--- config.mk ---
export PLATFORM = sky130hd
export DESIGN_NAME = vga_timing_gen_flat
export DESIGN_NICKNAME = d
export VERILOG_FILES = /design/src/rtl/vga_timing_pkg.sv /design/src/rtl/vga_timing_gen_if.sv /design/src/rtl/pixel_clk_div.sv /design/src/rtl/vga_timing_gen.sv /design/src/flat_wrapper.sv
export SDC_FILE = /design/constraint.sdc
export NUM_CORES = 1
export LEC_CHECK = 0
export BUFFER_PORTS_ARGS = -buffer_cell sky130_fd_sc_hd__buf_2
export CAP_MARGIN = 25
export CORE_UTILIZATION = 50
export CTS_CLUSTER_DIAMETER = 60
export DETAILED_ROUTE_END_ITERATION = 6
export PLACE_DENSITY = 0.83
export SYNTH_ARGS = -nofsm -noshare
export SYNTH_HDL_FRONTEND = slang
export SYNTH_SLANG_ARGS = --single-unit
--- constraint.sdc ---
create_clock -name clk -period 3.1 [get_ports clk]
set_input_delay 0.31 -clock clk [delete_from_list [all_inputs] [get_ports clk]]
set_output_delay 0.31 -clock clk [all_outputs]
set_load 0.02 [all_outputs]
--- src/rtl/vga_timing_pkg.sv ---
// Shared VGA timing constants for the raster generator and all renderers.
// Renderers use H_START/V_START as visible-area origins; H_W/V_W size the counters.
package vga_timing_pkg;

    localparam int unsigned CLK_DIV = 4;    // board clocks per pixel
    localparam int unsigned H_TOTAL = 800;  // pixels per line
    localparam int unsigned H_SYNC  = 96;   // hSync low while hCount < H_SYNC
    localparam int unsigned H_START = 144;  // first visible hCount
    localparam int unsigned H_END   = 784;  // first non-visible hCount
    localparam int unsigned V_TOTAL = 525;  // lines per frame
    localparam int unsigned V_SYNC  = 2;    // vSync low while vCount < V_SYNC
    localparam int unsigned V_START = 35;   // first visible line
    localparam int unsigned V_END   = 515;  // first non-visible line

    localparam int unsigned H_W = 10;
    localparam int unsigned V_W = 10;

endpackage

--- src/rtl/vga_timing_gen_if.sv ---
// Raster timing bundle from vga_timing_gen to its consumers.
//   master : generator side, drives every signal
//   slave  : renderer side, observes every signal
interface vga_timing_gen_if;
    import vga_timing_pkg::*;

    logic [H_W-1:0] hCount;
    logic [V_W-1:0] vCount;
    logic           bright;
    logic           hSync;
    logic           vSync;
    logic           pix_en;
    logic           line_tick;
    logic           frame_tick;

    modport master (
        output hCount, vCount, bright, hSync, vSync, pix_en, line_tick, frame_tick
    );

    modport slave (
        input  hCount, vCount, bright, hSync, vSync, pix_en, line_tick, frame_tick
    );

endinterface

--- src/rtl/pixel_clk_div.sv ---
// Pixel-rate divider: pix_en is a registered one-clk strobe on the last
// clock of every CLK_DIV-clock pixel period.
//   clk    : board clock
//   rst    : async active-high reset (div=0, pix_en=0)
//   pix_en : strobe, high while the divider holds CLK_DIV-1
module pixel_clk_div #(
    parameter int unsigned CLK_DIV = 4
) (
    input  logic clk,
    input  logic rst,
    output logic pix_en
);

    localparam int unsigned DIV_W = (CLK_DIV > 2) ? $clog2(CLK_DIV) : 1;
    localparam logic [DIV_W-1:0] DIV_LAST = DIV_W'(CLK_DIV - 1);

    logic [DIV_W-1:0] div_q;
    logic [DIV_W-1:0] div_d;

    // Wrap on equality with the last count.
    always_comb begin
        div_d = div_q + DIV_W'(1);
        if (div_q == DIV_LAST) begin
            div_d = '0;
        end
    end

    // pix_en is loaded from the next divider value so it equals (div == CLK_DIV-1).
    always_ff @(posedge clk or posedge rst) begin
        if (rst) begin
            div_q  <= '0;
            pix_en <= 1'b0;
        end else begin
            div_q  <= div_d;
            pix_en <= (div_d == DIV_LAST);
        end
    end

endmodule

--- src/rtl/vga_timing_gen.sv ---
// VGA raster timing generator: scan counters, registered sync/bright decode
// and line/frame ticks, all updating on the pixel advance edge.
//   clk : board clock
//   rst : async active-high reset
//   vga : master side of the timing bundle (hCount, vCount, bright,
//         hSync, vSync, pix_en, line_tick, frame_tick)
module vga_timing_gen #(
    parameter int unsigned CLK_DIV = vga_timing_pkg::CLK_DIV,
    parameter int unsigned H_TOTAL = vga_timing_pkg::H_TOTAL,
    parameter int unsigned H_SYNC  = vga_timing_pkg::H_SYNC,
    parameter int unsigned H_START = vga_timing_pkg::H_START,
    parameter int unsigned H_END   = vga_timing_pkg::H_END,
    parameter int unsigned V_TOTAL = vga_timing_pkg::V_TOTAL,
    parameter int unsigned V_SYNC  = vga_timing_pkg::V_SYNC,
    parameter int unsigned V_START = vga_timing_pkg::V_START,
    parameter int unsigned V_END   = vga_timing_pkg::V_END
) (
    input  logic              clk,
    input  logic              rst,
    vga_timing_gen_if.master  vga
);
    import vga_timing_pkg::*;

    localparam logic [H_W-1:0] H_LAST  = H_W'(H_TOTAL - 1);
    localparam logic [V_W-1:0] V_LAST  = V_W'(V_TOTAL - 1);
    localparam logic [H_W-1:0] H_SYNC_W  = H_W'(H_SYNC);
    localparam logic [H_W-1:0] H_START_W = H_W'(H_START);
    localparam logic [H_W-1:0] H_END_W   = H_W'(H_END);
    localparam logic [V_W-1:0] V_SYNC_W  = V_W'(V_SYNC);
    localparam logic [V_W-1:0] V_START_W = V_W'(V_START);
    localparam logic [V_W-1:0] V_END_W   = V_W'(V_END);

    logic           pix_en;
    logic [H_W-1:0] h_q, h_d;
    logic [V_W-1:0] v_q, v_d;
    logic           h_wrap_c, v_wrap_c;
    logic           hsync_q, vsync_q, bright_q;
    logic           line_tick_q, frame_tick_q;

    pixel_clk_div #(.CLK_DIV(CLK_DIV)) u_pixel_clk_div (
        .clk    (clk),
        .rst    (rst),
        .pix_en (pix_en)
    );

    // Next scan position; only moves on the advance edge.
    always_comb begin
        h_wrap_c = (h_q == H_LAST);
        v_wrap_c = (v_q == V_LAST);
        h_d      = h_q;
        v_d      = v_q;
        if (pix_en) begin
            if (h_wrap_c) begin
                h_d = '0;
                v_d = v_wrap_c ? '0 : v_q + V_W'(1);
            end else begin
                h_d = h_q + H_W'(1);
            end
        end
    end

    // Decode is taken from the next position so pins line up with the counters.
    always_ff @(posedge clk or posedge rst) begin
        if (rst) begin
            h_q          <= '0;
            v_q          <= '0;
            hsync_q      <= 1'b0;
            vsync_q      <= 1'b0;
            bright_q     <= 1'b0;
            line_tick_q  <= 1'b0;
            frame_tick_q <= 1'b0;
        end else begin
            h_q          <= h_d;
            v_q          <= v_d;
            hsync_q      <= (h_d >= H_SYNC_W);
            vsync_q      <= (v_d >= V_SYNC_W);
            bright_q     <= (h_d >= H_START_W) && (h_d < H_END_W) &&
                            (v_d >= V_START_W) && (v_d < V_END_W);
            line_tick_q  <= pix_en && h_wrap_c;
            frame_tick_q <= pix_en && h_wrap_c && v_wrap_c;
        end
    end

    assign vga.hCount     = h_q;
    assign vga.vCount     = v_q;
    assign vga.bright     = bright_q;
    assign vga.hSync      = hsync_q;
    assign vga.vSync      = vsync_q;
    assign vga.pix_en     = pix_en;
    assign vga.line_tick  = line_tick_q;
    assign vga.frame_tick = frame_tick_q;

endmodule

--- src/flat_wrapper.sv ---
// flat-port wrapper written by rule: the top's interface ports become plain ports
module vga_timing_gen_flat import vga_timing_pkg::*;
#(
    parameter int unsigned CLK_DIV = vga_timing_pkg::CLK_DIV,
    parameter int unsigned H_TOTAL = vga_timing_pkg::H_TOTAL,
    parameter int unsigned H_SYNC  = vga_timing_pkg::H_SYNC,
    parameter int unsigned H_START = vga_timing_pkg::H_START,
    parameter int unsigned H_END   = vga_timing_pkg::H_END,
    parameter int unsigned V_TOTAL = vga_timing_pkg::V_TOTAL,
    parameter int unsigned V_SYNC  = vga_timing_pkg::V_SYNC,
    parameter int unsigned V_START = vga_timing_pkg::V_START,
    parameter int unsigned V_END   = vga_timing_pkg::V_END
)
  (clk, rst, vga_hCount, vga_vCount, vga_bright, vga_hSync, vga_vSync, vga_pix_en, vga_line_tick, vga_frame_tick);
  vga_timing_gen_if vga_i ();
  input  logic clk;
  input  logic rst;
  output wire logic [$bits(vga_i.hCount)-1:0] vga_hCount;
  output wire logic [$bits(vga_i.vCount)-1:0] vga_vCount;
  output wire logic [$bits(vga_i.bright)-1:0] vga_bright;
  output wire logic [$bits(vga_i.hSync)-1:0] vga_hSync;
  output wire logic [$bits(vga_i.vSync)-1:0] vga_vSync;
  output wire logic [$bits(vga_i.pix_en)-1:0] vga_pix_en;
  output wire logic [$bits(vga_i.line_tick)-1:0] vga_line_tick;
  output wire logic [$bits(vga_i.frame_tick)-1:0] vga_frame_tick;
  assign vga_hCount = vga_i.hCount;
  assign vga_vCount = vga_i.vCount;
  assign vga_bright = vga_i.bright;
  assign vga_hSync = vga_i.hSync;
  assign vga_vSync = vga_i.vSync;
  assign vga_pix_en = vga_i.pix_en;
  assign vga_line_tick = vga_i.line_tick;
  assign vga_frame_tick = vga_i.frame_tick;
  vga_timing_gen #(.CLK_DIV(CLK_DIV), .H_TOTAL(H_TOTAL), .H_SYNC(H_SYNC), .H_START(H_START), .H_END(H_END), .V_TOTAL(V_TOTAL), .V_SYNC(V_SYNC), .V_START(V_START), .V_END(V_END)) u_core (.clk(clk), .rst(rst), .vga(vga_i));
endmodule
# == Word level (Yosys, flattened, before mapping) ==
# Cells that the tools add are included.
# totals
elab_cells,33
inputBits,2
out_inout_bits,26
regBits,28
# classes
magnitude_cmp,6
reduce_logical,5
n_addsub,3
eq_ne,4
muxes,6
# ops
cell,n
2-to-1 mux 10 bit,5
"adder 10 x 1 -> 10 bit, second input constant",2
"== test 10 bit, second input constant",2
"less-than comparator 10 bit, second input constant",2
">= comparator 10 x 2 -> 1 bit, second input constant",1
">= comparator 10 x 6 -> 1 bit, second input constant",1
">= comparator 10 x 7 -> 1 bit, second input constant",1
">= comparator 10 x 8 -> 1 bit, second input constant",1
logical AND 1 bit,5
"== test 2 bit, second input constant",2
"adder 2 x 1 -> 2 bit, second input constant",1
2-to-1 mux 2 bit,1

# == Longest topological paths before layout ==
# depth
ltp_word,7
mapped_depth,10
mapped_depth_nobuf,9

# == Hierarchy ==
# From an unflattened synthesis, not the netlist that was laid out.
# unflattened
cells_unflattened,155
area_unflattened_um2,1519.0
# by_module_without_submodules
mod,seq_area_each_um2,n_inst,area_per_inst_um2,cells_each
vga_timing_gen,625.6,1,1403.8,146
pixel_clk_div,75.1,1,115.1,9

# == Worst setup path before layout ==
# OpenSTA, ideal clock, no wires.
# synth_path
path_kind,reg2reg
startpoint,"register u_core.v_q[0], in the netlist u_core.vga.vCount[0]"
endpoint,"register u_core.bright_q, in the netlist u_core.vga.bright"
setup_time_ps,82
setup_slack_ps,558
required_time_ps,3018
stages_incl_launch_ff,10
n_path_buf,0
synth_period_minus_slack_ps,2542
t_arrival_ps,2460
cell_sequence,dfrtp_1 > inv_1 > ha_1 > and4bb_1 > nand4_4 > and2_1 > a31o_1 > or4_4 > or4_1 > a31oi_1
# synth_via
elab_chain_len,7
word_cells_on_any_way,9
cone_classes,1 x add/sub; 2 x order compare; 1 x eq/ne; 3 x mux; 2 x reduce/logical
# synth_rtl
element,line_no,text
from (decl),vga_timing_gen.sv:35,"logic [V_W-1:0] v_q, v_d;"
from (signal assigned),vga_timing_gen.sv:74,v_q <= v_d;
adder 10 x 1 -> 10 bit or == test 10 bit (tied branches),"vga_timing_gen.sv:55, vga_timing_gen.sv:49",
2-to-1 mux 10 bit,vga_timing_gen.sv:55,v_d = v_wrap_c ? '0 : v_q + V_W'(1);
2-to-1 mux 10 bit,vga_timing_gen.sv:53,if (h_wrap_c) begin
2-to-1 mux 10 bit *,vga_timing_gen.sv:52,if (pix_en) begin
>= comparator 10 x 6 -> 1 bit,vga_timing_gen.sv:78,(v_d >= V_START_W) && (v_d < V_END_W);
logical AND 1 bit,vga_timing_gen.sv:77,bright_q <= (h_d >= H_START_W) && (h_d < H_END_W) &&
logical AND 1 bit *,vga_timing_gen.sv:78,
to (signal assigned),vga_timing_gen.sv:77,
to (decl),vga_timing_gen.sv:37,"logic hsync_q, vsync_q, bright_q;"
# Mark *: on every way between the ends. The rest lies on a longest branch, timed or not.

# == Worst setup path in the final report ==
# layout_path
startpoint,"register u_core.v_q[0], in the netlist u_core.vga.vCount[0]"
endpoint,"register u_core.bright_q, in the netlist u_core.vga.bright"
# layout_via
elab_chain_len,7
word_cells_on_any_way,9
cone_classes,1 x add/sub; 2 x order compare; 1 x eq/ne; 3 x mux; 2 x reduce/logical
# layout_rtl
element,line_no
adder 10 x 1 -> 10 bit or == test 10 bit (tied branches),"vga_timing_gen.sv:55, vga_timing_gen.sv:49"
2-to-1 mux 10 bit *,vga_timing_gen.sv:55
2-to-1 mux 10 bit *,vga_timing_gen.sv:53
2-to-1 mux 10 bit *,vga_timing_gen.sv:52
via u_core.v_d[3],vga_timing_gen.sv:35
>= comparator 10 x 6 -> 1 bit,vga_timing_gen.sv:78
logical AND 1 bit,vga_timing_gen.sv:77
logical AND 1 bit *,vga_timing_gen.sv:78
# Mark *: on every way through the listed nets, which the timed path passes. The rest lies on a longest branch.

==> flow_metrics.tcl <==
set metrics [dict create \
    syn_nets 151 \
    viasPerCell 5.78 \
    p_comb_frac 0.021 \
    power.internal_uw 441 \
    cp_data_arrival_time_ns 2.98 \
    ant_nets 0 \
    syn2layout_area_growth_pct 14.4 \
    endpoint "u_core.vga.bright$_DFF_PP0_" \
    die_h_um 56.7 \
    instances_no_fill 205 \
    routedWlPerCell_um 14.4 \
    dp_slack_ns 0.430 \
    switchingPower_uw 106 \
    worstReg2RegStart "u_core.vga.vCount[0]$_DFF_PP0_" \
    r2r_cells 9 \
    cts_tree "yes" \
    async_reset_ff_frac 1.00 \
    wl_mm 2.95 \
    hold_buffers 0 \
    dp_hpwl_mm 2.27 \
    drtIter0Drc 50 \
    vias 1184 \
    cap_violations 0 \
    seq_power_share 0.668 \
    cts_buffer_depth 2 \
    leakage_uw 0.000860 \
    coreArea_um2 2810 \
    min_period_ns 2.74 \
    avgSynthCellArea_um2 10.4 \
    final_common_cell "dfrtp_1" \
    hold_violations 0 \
    synth_top_area_share 0.468 \
    antenna_found_initial 0 \
    finalCritPeriodShare 0.884 \
    path_cells "inv_1 > ha_1 > and4bb_1 > nand4_4 > a21oi_1 > o21ai_0 > or4_4 > or4_1 > a31oi_1" \
    required_ns 3.34 \
    cp-start-kind "register" \
    path_max_fanout 7 \
    rsz0062_at_grt "no" \
    tightest_slew_ns 0.541 \
    fin_skew_ns 0.00259 \
    switching_share 0.193 \
    clkTransAtPathRegs_ns 0.14 \
    cp_slowest_cell "or4_4" \
    netlist_area_um2 1500 \
    drt-pass1-iter-count 6 \
    fillCellCount 245 \
    failed_checks "DRC" \
    ys_ff_latch 28 \
    max-vdd-ir-drop_mv 0.196 \
    grt-ovfl-total 0 \
    fp.dieW_um 56.7 \
    synthCells 144 \
    ys_seq_area_frac 0.468 \
    powerDensity_nw_per_um2 319 \
    finalSetupTns_ns 0 \
    final.setup.worst_slack_ns 0.360 \
    fp-row-count 19 \
    startpoint "u_core.vga.vCount[0]$_DFF_PP0_" \
    yosysWarnings 0 \
    ff2ff_setup_slack_ns 0.36 \
    multiInputGateArea_um2 724 \
    port_buffers 27 \
    regArea_um2 701 \
    cts_sinks 28 \
    synth_ff_type "dfrtp_1" \
    synth_top_cell_by_area "dfrtp_1" \
    ys_types 44 \
    criticalPathCategory "register to register" \
    ctsResizeCount 0 \
    placed_cells 201 \
    drc 6 \
    final_core_util 0.610 \
    cts-root-buf "clkbuf_4" \
    htreeDepth 1 \
    diodes 0 \
    grt_usage 0.202 \
    cts_setup_buffers 0 \
    drive_above_1_share 0.264 \
    hold_class "input pin to asynchronous set/reset pin" \
    grt_pass1_vias 1124 \
    die-area_um2 3220 \
    io_pins 28 \
    finalPower_uw 547 \
    setup_violations 0 \
    slowest_delay_ns 0.56 \
    crit_path_end_kind "register" \
    reg2reg_to "u_core.vga.bright$_DFF_PP0_" \
    finalWeightedCongestion 0.967 \
    start_util 0.533 \
    p_clk_frac 0.310 \
    synth_edf_count 0 \
    final_max_slew_viol_count 0 \
    grt_pass1_wl_mm 5.00 \
    layout_common_cells "dfrtp_1, buf_2, nand2_1, inv_1, nor2_1" \
    grt_max_degree 18 \
    status "finished, violations left" \
    slew_headroom 0.639 \
    clk_latency_ns 0.31 \
    cts-buffers-inserted 3 \
    yosys-top-cells-area "dfrtp_1, ha_1, nand2_1" \
    fmaxAchievable_mhz 365 \
    nets 182 \
]
-- sequential cells by signal (all words and copies together), names as in the netlist --
register                       count
u_core.vga.hCount                 10
u_core.vga.vCount                 10
u_core.u_pixel_clk_div.div_q       2
u_core.u_pixel_clk_div.pix_en      1
u_core.vga.bright                  1
u_core.vga.frame_tick              1
u_core.vga.hSync                   1
u_core.vga.line_tick               1
u_core.vga.vSync                   1
-- area by class of cell --
class | count | area share
Clock buffer | 4 | 0.0212
Inverter | 13 | 0.0285
Multi-Input combinational cell | 101 | 0.423
Sequential cell | 28 | 0.409
Tap cell | 31 | 0.0227
Timing Repair Buffer | 28 | 0.0950
-- metrics by stage --
step | instance area, um^2 | hold WS [ns]
global placement | 1650 | 0.434
floorplan | 1500 | 0.375
finish | 1710 | 0.00788
detailed placement | 1680 | 0.379
CTS | 1710 | 0.0158
global route | 1710 | 0.0358
-- power by group through the flow --
stage | logic (uW) | registers (uW) | clock network [uW]
2_1_floorplan | 5.41 | 372 | 0
3_3_place_gp | 7.78 | 372 | 0
3_5_place_dp | 12.3 | 372 | 0
4_1_cts | 12.3 | 365 | 178
5_1_grt | 13.8 | 365 | 193
6_report | 11.7 | 365 | 170
-- worst min-delay path by stage --
stage / startpoint / end / depth (start not counted)
final: rst / u_core.vga.vCount[0]$_DFF_PP0_ / 2
after global routing: rst / u_core.vga.vCount[7]$_DFF_PP0_ / 2
after CTS: rst / u_core.vga.vCount[0]$_DFF_PP0_ / 2
after detailed placement: rst / u_core.vga.vCount[0]$_DFF_PP0_ / 2
after global placement: u_core.u_pixel_clk_div.div_q[0]$_DFF_PP0_ / u_core.u_pixel_clk_div.div_q[0]$_DFF_PP0_ / 1
after floorplan: rst / u_core.u_pixel_clk_div.div_q[0]$_DFF_PP0_ / 1
-- Yosys cell counts, types with 2 or more instances --
| cell | number |
|---|---|
| a21oi_1 | 4 |
| nand3b_1 | 2 |
| ha_1 | 5 |
| o21ai_0 | 6 |
| nand3_1 | 5 |
| dfrtp_1 | 28 |
| buf_6 | 2 |
| nand2_1 | 14 |
| nor3_1 | 6 |
| inv_1 | 12 |
| o22ai_1 | 2 |
| nor2_1 | 11 |
| xnor2_1 | 6 |
| and3_1 | 3 |
| o31ai_1 | 2 |
| nand4_4 | 2 |
| nand4_1 | 3 |
| xor2_1 | 5 |
-- worst max-delay path, delay by kind of cell (launching register included) --
kind            cells  cell delay, ns
simple gates        4            1.40
compound gates      3            0.53
flops               1            0.46
fa+ha+maj           1            0.15
buf+inv             1            0.12
-- cell families (layout without fill, tap and decap cells) --
| group | Yosys count | after routing | share of synthesized area |
|---|---|---|---|
| xor gates and xnor gates | 11 | 11 | 0.0644 |
| and+or+nand+nor | 60 | 60 | 0.250 |
| DFF | 28 | 28 | 0.468 |
| muxes | 2 | 2 | 0.0159 |
| adders and majority gates | 5 | 5 | 0.0418 |
| AOI/OAI and AO/OA | 23 | 23 | 0.112 |
| buffers and inverters | 15 | 45 | 0.0477 |
-- routing by layer --
metal,part of all wire,GRT usage,up-vias
li1,-,-,566
met1,0.44,0.277,577
met2,0.50,0.333,37
met3,0.046,0.0230,4
met4,0.0092,0.0643,0
met5,0,0,-
(Power assumes the default switching activity.)
